$ cat config.mk
export PLATFORM = sky130hd
export DESIGN_NAME = frame_energy_det
export DESIGN_NICKNAME = d
export VERILOG_FILES = /design/src/rtl/beamform_pkg.sv /design/src/rtl/abs_square.sv /design/src/rtl/frame_energy_det.sv
export SDC_FILE = /design/constraint.sdc
export NUM_CORES = 1
export LEC_CHECK = 0
export ABC_CLOCK_PERIOD_IN_PS = 11200
export CAP_MARGIN = 25
export CORE_ASPECT_RATIO = 1.1
export CORE_MARGIN = 3
export CORE_UTILIZATION = 39
export CTS_CLUSTER_DIAMETER = 50
export DETAILED_ROUTE_END_ITERATION = 7
export PLACE_DENSITY_LB_ADDON = 0.05
export SLEW_MARGIN = 20
export SYNTH_ARGS = -nofsm -noshare
export SYNTH_HDL_FRONTEND = slang
export SYNTH_SLANG_ARGS = --single-unit
$ cat constraint.sdc
create_clock -name clk -period 11.2 [get_ports clk]
set_input_delay 2.24 -clock clk [delete_from_list [all_inputs] [get_ports clk]]
set_output_delay 2.24 -clock clk [all_outputs]
set_load 0.02 [all_outputs]
$ cat src/rtl/beamform_pkg.sv
// Shared constants and types for the beamforming chain.
// Widths here track the DC-removal stage so downstream blocks stay in step with it.
package beamform_pkg;

  // Sample width produced by the sub-mean stage.
  localparam int unsigned SUBMEAN_DATA_WIDTH = 16;

  localparam int unsigned DATA_WIDTH = SUBMEAN_DATA_WIDTH;
  localparam int unsigned LOG2_FRAME = 8;

  // Square doubles the width; summing 2**lf of them adds lf bits of headroom.
  function automatic int unsigned acc_width(input int unsigned dw, input int unsigned lf);
    return 2 * dw + lf;
  endfunction

  localparam int unsigned ACC_WIDTH = acc_width(DATA_WIDTH, LOG2_FRAME);

  typedef logic signed [DATA_WIDTH-1:0] sample_t;
  typedef logic        [ACC_WIDTH-1:0]  energy_t;

  typedef enum logic [0:0] {
    StIdle,
    StActive
  } det_state_e;

endpackage

$ cat src/rtl/abs_square.sv
// Two-stage registered magnitude and square of a signed sample stream.
// S1 registers |x|, S2 registers |x|^2; restart flushes anything already in flight.
module abs_square #(
  parameter int unsigned DATA_WIDTH = beamform_pkg::DATA_WIDTH
) (
  input  logic                          clk,
  input  logic                          reset,
  input  logic                          restart,
  input  logic                          in_valid,
  input  logic signed [DATA_WIDTH-1:0]  in_sample,
  output logic                          out_valid,
  output logic        [DATA_WIDTH-1:0]  out_abs,
  output logic        [2*DATA_WIDTH-1:0] out_square
);

  logic                    s1_valid_d, s1_valid_q;
  logic [DATA_WIDTH-1:0]   s1_abs_d, s1_abs_q;
  logic                    s2_valid_d, s2_valid_q;
  logic [DATA_WIDTH-1:0]   s2_abs_d, s2_abs_q;
  logic [2*DATA_WIDTH-1:0] s2_square_d, s2_square_q;
  logic [2*DATA_WIDTH-1:0] s1_abs_wide;

  assign s1_abs_wide = {{DATA_WIDTH{1'b0}}, s1_abs_q};

  always_comb begin
    // A sample arriving alongside restart belongs to the new frame, so S1 keeps it.
    s1_valid_d  = in_valid;
    s1_abs_d    = s1_abs_q;
    s2_valid_d  = restart ? 1'b0 : s1_valid_q;
    s2_abs_d    = s2_abs_q;
    s2_square_d = s2_square_q;

    // Unsigned reinterpretation makes |-2**(W-1)| come out as 2**(W-1) without saturating.
    if (in_valid) begin
      s1_abs_d = in_sample[DATA_WIDTH-1] ? (~in_sample + 1'b1) : in_sample;
    end
    if (s1_valid_q) begin
      s2_abs_d    = s1_abs_q;
      s2_square_d = s1_abs_wide * s1_abs_wide;
    end
  end

  always_ff @(posedge clk or posedge reset) begin
    if (reset) begin
      s1_valid_q  <= 1'b0;
      s1_abs_q    <= '0;
      s2_valid_q  <= 1'b0;
      s2_abs_q    <= '0;
      s2_square_q <= '0;
    end else begin
      s1_valid_q  <= s1_valid_d;
      s1_abs_q    <= s1_abs_d;
      s2_valid_q  <= s2_valid_d;
      s2_abs_q    <= s2_abs_d;
      s2_square_q <= s2_square_d;
    end
  end

  assign out_valid  = s2_valid_q;
  assign out_abs    = s2_abs_q;
  assign out_square = s2_square_q;

endmodule

$ cat src/rtl/frame_energy_det.sv
// Frame energy / peak accumulator with hysteresis activity detect.
// Sums squares and tracks max |x| over non-overlapping 2**LOG2_FRAME-sample frames.
module frame_energy_det #(
  parameter  int unsigned DATA_WIDTH = beamform_pkg::DATA_WIDTH,
  parameter  int unsigned LOG2_FRAME = beamform_pkg::LOG2_FRAME,
  localparam int unsigned ACC_WIDTH  = beamform_pkg::acc_width(DATA_WIDTH, LOG2_FRAME)
) (
  input  logic                         clk,
  input  logic                         reset,
  input  logic signed [DATA_WIDTH-1:0] sample_in,
  input  logic                         sample_valid,
  input  logic                         restart,
  input  logic        [ACC_WIDTH-1:0]  thresh_on,
  input  logic        [ACC_WIDTH-1:0]  thresh_off,
  output logic        [ACC_WIDTH-1:0]  energy_out,
  output logic        [DATA_WIDTH-1:0] peak_out,
  output logic                         energy_valid,
  output logic                         detect
);

  import beamform_pkg::det_state_e;
  import beamform_pkg::StIdle;
  import beamform_pkg::StActive;

  logic                    s2_valid;
  logic [DATA_WIDTH-1:0]   s2_abs;
  logic [2*DATA_WIDTH-1:0] s2_square;

  abs_square #(
    .DATA_WIDTH(DATA_WIDTH)
  ) u_abs_square (
    .clk       (clk),
    .reset     (reset),
    .restart   (restart),
    .in_valid  (sample_valid),
    .in_sample (sample_in),
    .out_valid (s2_valid),
    .out_abs   (s2_abs),
    .out_square(s2_square)
  );

  logic                    s3_valid_d, s3_valid_q;
  logic [DATA_WIDTH-1:0]   s3_abs_d, s3_abs_q;
  logic [2*DATA_WIDTH-1:0] s3_square_d, s3_square_q;
  logic [LOG2_FRAME-1:0]   cnt_d, cnt_q;
  logic [ACC_WIDTH-1:0]    acc_d, acc_q;
  logic [DATA_WIDTH-1:0]   peak_d, peak_q;
  logic [ACC_WIDTH-1:0]    energy_d, energy_q;
  logic [DATA_WIDTH-1:0]   peak_out_d, peak_out_q;
  logic                    energy_valid_d, energy_valid_q;
  det_state_e              state_d, state_q;

  logic [ACC_WIDTH-1:0]    frame_sum;
  logic [DATA_WIDTH-1:0]   frame_peak;

  // Running totals including the S3 sample; used both to accumulate and to close a frame.
  assign frame_sum  = acc_q + {{LOG2_FRAME{1'b0}}, s3_square_q};
  assign frame_peak = (s3_abs_q > peak_q) ? s3_abs_q : peak_q;

  always_comb begin
    s3_valid_d     = s2_valid;
    s3_abs_d       = s3_abs_q;
    s3_square_d    = s3_square_q;
    cnt_d          = cnt_q;
    acc_d          = acc_q;
    peak_d         = peak_q;
    energy_d       = energy_q;
    peak_out_d     = peak_out_q;
    energy_valid_d = 1'b0;
    state_d        = state_q;

    if (s2_valid) begin
      s3_abs_d    = s2_abs;
      s3_square_d = s2_square;
    end

    if (restart) begin
      // Restart beats a frame-completing sample: the frame is dropped, outputs hold.
      s3_valid_d = 1'b0;
      cnt_d      = '0;
      acc_d      = '0;
      peak_d     = '0;
    end else if (s3_valid_q) begin
      cnt_d = cnt_q + 1'b1;
      if (cnt_q == '1) begin
        // Clearing here lets the next frame's first sample load straight into acc.
        acc_d          = '0;
        peak_d         = '0;
        energy_d       = frame_sum;
        peak_out_d     = frame_peak;
        energy_valid_d = 1'b1;
        unique case (state_q)
          StIdle:   if (frame_sum >= thresh_on)  state_d = StActive;
          StActive: if (frame_sum <  thresh_off) state_d = StIdle;
          default:  state_d = StIdle;
        endcase
      end else begin
        acc_d  = frame_sum;
        peak_d = frame_peak;
      end
    end
  end

  always_ff @(posedge clk or posedge reset) begin
    if (reset) begin
      s3_valid_q     <= 1'b0;
      s3_abs_q       <= '0;
      s3_square_q    <= '0;
      cnt_q          <= '0;
      acc_q          <= '0;
      peak_q         <= '0;
      energy_q       <= '0;
      peak_out_q     <= '0;
      energy_valid_q <= 1'b0;
      state_q        <= StIdle;
    end else begin
      s3_valid_q     <= s3_valid_d;
      s3_abs_q       <= s3_abs_d;
      s3_square_q    <= s3_square_d;
      cnt_q          <= cnt_d;
      acc_q          <= acc_d;
      peak_q         <= peak_d;
      energy_q       <= energy_d;
      peak_out_q     <= peak_out_d;
      energy_valid_q <= energy_valid_d;
      state_q        <= state_d;
    end
  end

  assign energy_out   = energy_q;
  assign peak_out     = peak_out_q;
  assign energy_valid = energy_valid_q;
  assign detect       = (state_q == StActive);

endmodule

==> impl_metrics.tcl, run 1 <==
set metrics [dict create \
    ys.warnings.count 0 \
    yosysTopAreaCell "dfrtp_1" \
    period_needed_ns 6.99 \
    crit_path_start_kind "flip-flop" \
    grt_pass1_vias 16600 \
    max_freq_mhz 143 \
    clk_pin_slew_ns 0.06 \
    dpl.hpwl_um 43900 \
    avgViaCountPerCell 5.19 \
    drv_cap 0 \
    synthesis.area_um2 21000 \
    cp_cell_sequence "and2_1 > inv_1 > fa_1 > inv_1 > fa_1 > inv_1 > fa_1 > inv_1 > fa_1 > fa_1 > inv_1 > fa_1 > inv_1 > ha_1 > and4_1 > a221oi_1 > o21ai_0 > a31o_2 > a211oi_2 > o21ai_1 > or4_1 > o311ai_0" \
    async_reset_ff_share_pct 100 \
    die_h_um 249 \
    post_cts_buffers 0 \
    hold_viol_final 0 \
    netlist_top_cells_count "363 x inv_1, 233 x dfrtp_1, 230 x ha_1" \
    drtPass1Iterations 7 \
    rrSetupSlack_ns 4.21 \
    antenna_found_initial 0 \
    syn_to_final_growth_pct 16.1 \
    grt_pass1_wl_um 91600 \
    wl_um 56200 \
    yosysMostFrequentCell "inv_1" \
    cts_buffers 36 \
    maxSlewHeadroom_pct 34.2 \
    cts_buffer_depth 3 \
    synth.avg_cell_area_um2 9.49 \
    crit_buf_inv 6 \
    cts_hold_buf 0 \
    setup-tns-final_ns 0 \
    ant_nets 0 \
    drive_above_1_share_pct 8.92 \
    synth_seq_cells 233 \
    numClockSinks 233 \
    rr_worst_depth 22 \
    place_congestion 0.872 \
    io_pins 158 \
    start_util_pct 39.7 \
    clkLatencyLatePin_ns 0.54 \
    crit_type "reg -> reg" \
    synth_area_leaders "dfrtp_1 28%, fa_1 16%, ha_1 14%" \
    drt_iter0_drc 878 \
    wl_per_cell_um 18.5 \
    htreeDepth 2 \
    gr-total-overflow 0 \
    netlist.area_leader.share_pct 27.8 \
    cpMaxStageDelayCell "dfrtp_1" \
    io_buffers 157 \
    min_period_over_period_pct 62.4 \
    fin_nets 2824 \
    vias 15700 \
    cp_top_family "adder cells" \
    post-route-drc-count 0 \
    crit_path_end_kind "flip-flop" \
    setup_viol 0 \
    rsz0062_at_grt "false" \
    die_x_um 227 \
    grt_max_degree 123 \
    tightest_slew_ns 0.987 \
    seq_area_frac_synth_pct 27.8 \
    min-delay-path-class "reg -> reg" \
    cts.repair.resized 0 \
    status "complete, no violations" \
    cts_tree "yes" \
    track_usage_pct 20.2 \
    syn_inst 2209 \
    cp.depth 22 \
    arrival_ns 7.41 \
    synth_fp_nets 2705 \
    die-area_um2 56600 \
    drv_slew 0 \
    cp_slowest_stage_delay_ns 0.87 \
    synth.distinct_cells 78 \
    min_path_cells 2 \
    cp.required_ns 11.62 \
    core_um2 52900 \
    synth-edff-count 0 \
    path_max_fanout 19 \
    cts-root-buf "clkbuf_16" \
    ys.flop_type "dfrtp_1" \
    nFillCells 5128 \
    num_rows 88 \
    fin_skew_ns 0.0292 \
]
-- cells by family after synthesis --
group                      share of synthesized area [%]
AOI/OAI and AO/OA                                   13.7
xor gates and xnor gates                            3.72
adders and majority gates                           29.6
buffers and inverters                               8.24
DFF                                                 27.8
muxes                                               5.39
and+or+nand+nor                                     11.6
-- cell usage in the layout (no fill, tap or decap), types with 28 or more instances in the layout --
cell type,Yosys,final
a31oi_1,30,30
ha_1,230,230
and2_1,39,39
xor2_1,40,40
a21oi_1,111,111
clkdlybuf4s50_1,0,157
a22o_1,44,44
nand3_1,28,28
fa_1,166,166
clkbuf_16,0,36
nand4_1,31,31
a21o_1,62,62
nor2_1,108,107
xnor2_1,49,49
nand2_1,190,190
o21ai_0,68,68
dfrtp_1,233,231
mux2_2,96,96
inv_1,363,361
-- through the flow --
| stage | instances | hold WS [ns] | area [um2] | setup slack (ns) | util (%) |
|---|---|---|---|---|---|
| 6_report | 3030 | 0.468 | 24300 | 4.21 | 46.1 |
| 5_1_grt | 3029 | 0.506 | 24300 | 3.87 | 46.1 |
| 4_1_cts | 3028 | 0.476 | 24300 | 4.19 | 46.0 |
| 3_3_place_gp | 2964 | 0.460 | 23100 | 4.39 | 43.8 |
| 3_5_place_dp | 2964 | 0.464 | 23100 | 4.26 | 43.8 |
| 2_1_floorplan | 2209 | 0.449 | 21000 | 2.57 | - |
-- area by class of cell --
class | instances | area [um2] | area share [%]
Antenna cell | 1 | 2.50 | 0.0103
Inverter | 365 | 1380 | 5.66
Tap cell | 675 | 845 | 3.47
Clock buffer | 41 | 960 | 3.94
Sequential cell | 233 | 5830 | 24.0
Timing Repair Buffer | 172 | 1700 | 6.97
Clock inverter | 23 | 216 | 0.889
Multi-Input combinational cell | 1520 | 13400 | 55.1
-- worst paths after layout --
kind,start,end
worst max-delay path,u_abs_square.s1_abs_q[9],u_abs_square.out_square[28]
worst min-delay path,energy_out[17],energy_out[17]
worst max register to register,u_abs_square.s1_abs_q[9],u_abs_square.out_square[28]
worst min register to register,energy_out[17],energy_out[17]
max in group asynchronous,reset,s3_square_q[8]
min in group asynchronous,reset,energy_out[31]
-- worst register-to-register path: stages, from the launching register on --
cell	delay [ns]
dfrtp_1	0.87
and2_1	0.29
inv_1	0.07
fa_1	0.50
inv_1	0.05
fa_1	0.50
inv_1	0.05
fa_1	0.48
inv_1	0.06
fa_1	0.50
fa_1	0.55
inv_1	0.06
fa_1	0.52
inv_1	0.04
ha_1	0.35
and4_1	0.22
a221oi_1	0.26
o21ai_0	0.15
a31o_2	0.28
a211oi_2	0.28
o21ai_1	0.18
or4_1	0.52
o311ai_0	0.10
-- layer usage --
layer  wire, um  vias up  GRT usage, %
li1           -     7652             -
met1      25500     7738          27.0
met2      27400      254          34.6
met3       2070       74          2.88
met4       1240        0          4.90
met5          0        -             0
-- sequential cells by signal (all words and copies together), names as in the netlist, 16 cells and up --
| register | flops |
|---|---|
| u_abs_square.out_square | 31 |
| peak_q | 16 |
| acc_q | 40 |
| peak_out | 16 |
| energy_out | 40 |
| s3_square_q | 30 |
| s3_abs_q | 16 |
| u_abs_square.s1_abs_q | 16 |
Power of run 1 is not shown: default switching activity piles up to over one toggle a cycle in this logic, so the estimate is an artifact.
==> run 2: changes to the inputs <==
ABC_CLOCK_PERIOD_IN_PS = 7060   (was 11200)
clock period = 7.06 ns   (was 11.2 ns; I/O delays follow)
==> run 2 against run 1 <==
  * Global-route usage down 0.10 points
  * Worst setup slack worse by 3.9 ns
  * Via count up 0.34%
  * Worst hold slack better by 0.0011 ns
  * Maximum frequency up 3.8%
  * Critical path depth down 5
  * Wire length down 0.12%
  * Clock skew down 0.0035 ns
  * Utilization up 0.82 points
  * Final cell count up 1.2%
  * Critical endpoint unchanged
==> impl_metrics.tcl, run 2 (same netlist as run 1, synthesis figures left out) <==
set metrics [dict create \
    hp-start "energy_out[5]" \
    drv_cap 0 \
    htreeDepth 2 \
    die_x_um 227 \
    max_freq_mhz 148 \
    post-route-drc-count 0 \
    core_um2 52900 \
    cpMostUsedCell "fa_1" \
    grt_pass1_wl_um 91300 \
    cpMaxStageDelayCell "dfrtp_1" \
    min_path_cells 2 \
    drtPass1Iterations 7 \
    hold_viol_final 0 \
    die_h_um 249 \
    cp_top_family "adder cells" \
    path_max_fanout 11 \
    track_usage_pct 20.1 \
    cts.repair.resized 0 \
    min_period_over_period_pct 95.4 \
    cts_tree "yes" \
    crit_path_end_kind "flip-flop" \
    drv_slew 0 \
    vias 15800 \
    place_congestion 0.875 \
    gr-total-overflow 0 \
    clkLatencyLatePin_ns 0.55 \
    tightest_slew_ns 0.899 \
    drt_iter0_drc 946 \
    diodes 0 \
    crit_buf_inv 1 \
    drive_above_1_share_pct 10.1 \
    cp.required_ns 7.48 \
    final_common_cell "inv_1" \
    cp_slowest_stage_delay_ns 0.73 \
    io_buffers 157 \
    fin_skew_ns 0.0257 \
    numClockSinks 233 \
    final_area_um2 24800 \
    antenna_found_initial 0 \
    die-area_um2 56600 \
    cts_buffers 39 \
    place_area_um2 23400 \
    grt_max_degree 127 \
    crit_path_start "u_abs_square.s1_abs_q[4]" \
    min_to "energy_out[5]" \
    cts-root-buf "clkbuf_16" \
    ant_nets 0 \
    avgViaCountPerCell 5.15 \
    r2r-end "u_abs_square.out_square[28]" \
    maxSlewHeadroom_pct 38.5 \
    grt_pass1_vias 16600 \
    crit_path_start_kind "flip-flop" \
    arrival_ns 7.16 \
    rr_worst_depth 17 \
    dpl.hpwl_um 44000 \
    fin_util_pct 46.9 \
    rrSetupSlack_ns 0.32 \
    post_cts_buffers 0 \
    setup-tns-final_ns 0 \
    nFillCells 5086 \
    io_pins 158 \
    rsz0062_at_grt "false" \
    clk_pin_slew_ns 0.06 \
    setup_viol 0 \
    num_rows 88 \
    syn_to_final_growth_pct 18.2 \
    start_util_pct 39.7 \
    status "complete, no violations" \
    period_needed_ns 6.74 \
    reg2reg_from "u_abs_square.s1_abs_q[4]" \
    final_cell_mix "361 x inv_1, 231 x dfrtp_1, 230 x ha_1" \
    cts_hold_buf 0 \
    fin_nets 2855 \
    wl_um 56100 \
    crit_type "reg -> reg" \
    cts_buffer_depth 3 \
    min-delay-path-class "reg -> reg" \
    cp_cell_sequence "nand2_1 > fa_1 > fa_1 > fa_1 > fa_1 > fa_1 > fa_1 > inv_1 > ha_1 > and4_1 > a221oi_1 > o21ai_0 > a31o_2 > a211oi_2 > o21ai_1 > or4_1 > o311ai_0" \
    wl_per_cell_um 18.3 \
]
[run 2: cell type report]
class	count	area [um2]	share of cell area (%)
clock buffer	50	1090	4.39
timing repair buffer	200	1920	7.75
sequential	233	5830	23.5
clock inverter	22	305	1.23
inverter	365	1370	5.54
tap	675	845	3.41
multi-input combinational	1520	13400	54.1
[run 2: worst reg2reg max path: stages, from the launching register on]
cell and delay (ns):
dfrtp_1 0.73, nand2_1 0.24, fa_1 0.56, fa_1 0.53, fa_1 0.54, fa_1 0.44
fa_1 0.52, fa_1 0.54, inv_1 0.04, ha_1 0.39, and4_1 0.26, a221oi_1 0.28
o21ai_0 0.16, a31o_2 0.28, a211oi_2 0.28, o21ai_1 0.18, or4_1 0.52, o311ai_0 0.11
[run 2: metal layers]
metal  track usage, %  up-vias  part of all wire [%]
li1                 -     7717                     -
met1             27.3     7694                    46
met2             34.1      288                    48
met3             2.37       72                   3.5
met4             5.38        0                   2.5
met5                0        -                     0
[run 2: worst max path at each step]
stage | end | depth (start not counted)
after global placement | u_abs_square.out_square[28] | 19
after detailed placement | u_abs_square.out_square[28] | 19
final | u_abs_square.out_square[28] | 17
after CTS | u_abs_square.out_square[28] | 19
after floorplan | u_abs_square.out_square[28] | 21
after global routing | u_abs_square.out_square[28] | 21
[run 2: through the flow]
stage | hold slack, ns | instances | setup slack (ns)
6_report | 0.470 | 3065 | 0.324
5_1_grt | 0.494 | 3065 | 0.0533
4_1_cts | 0.477 | 3064 | 0.376
3_5_place_dp | 0.464 | 2992 | 0.384
3_3_place_gp | 0.459 | 2992 | 0.492
2_1_floorplan | 0.449 | 2209 | 0.602
Power of run 2 is left out for the same reason.
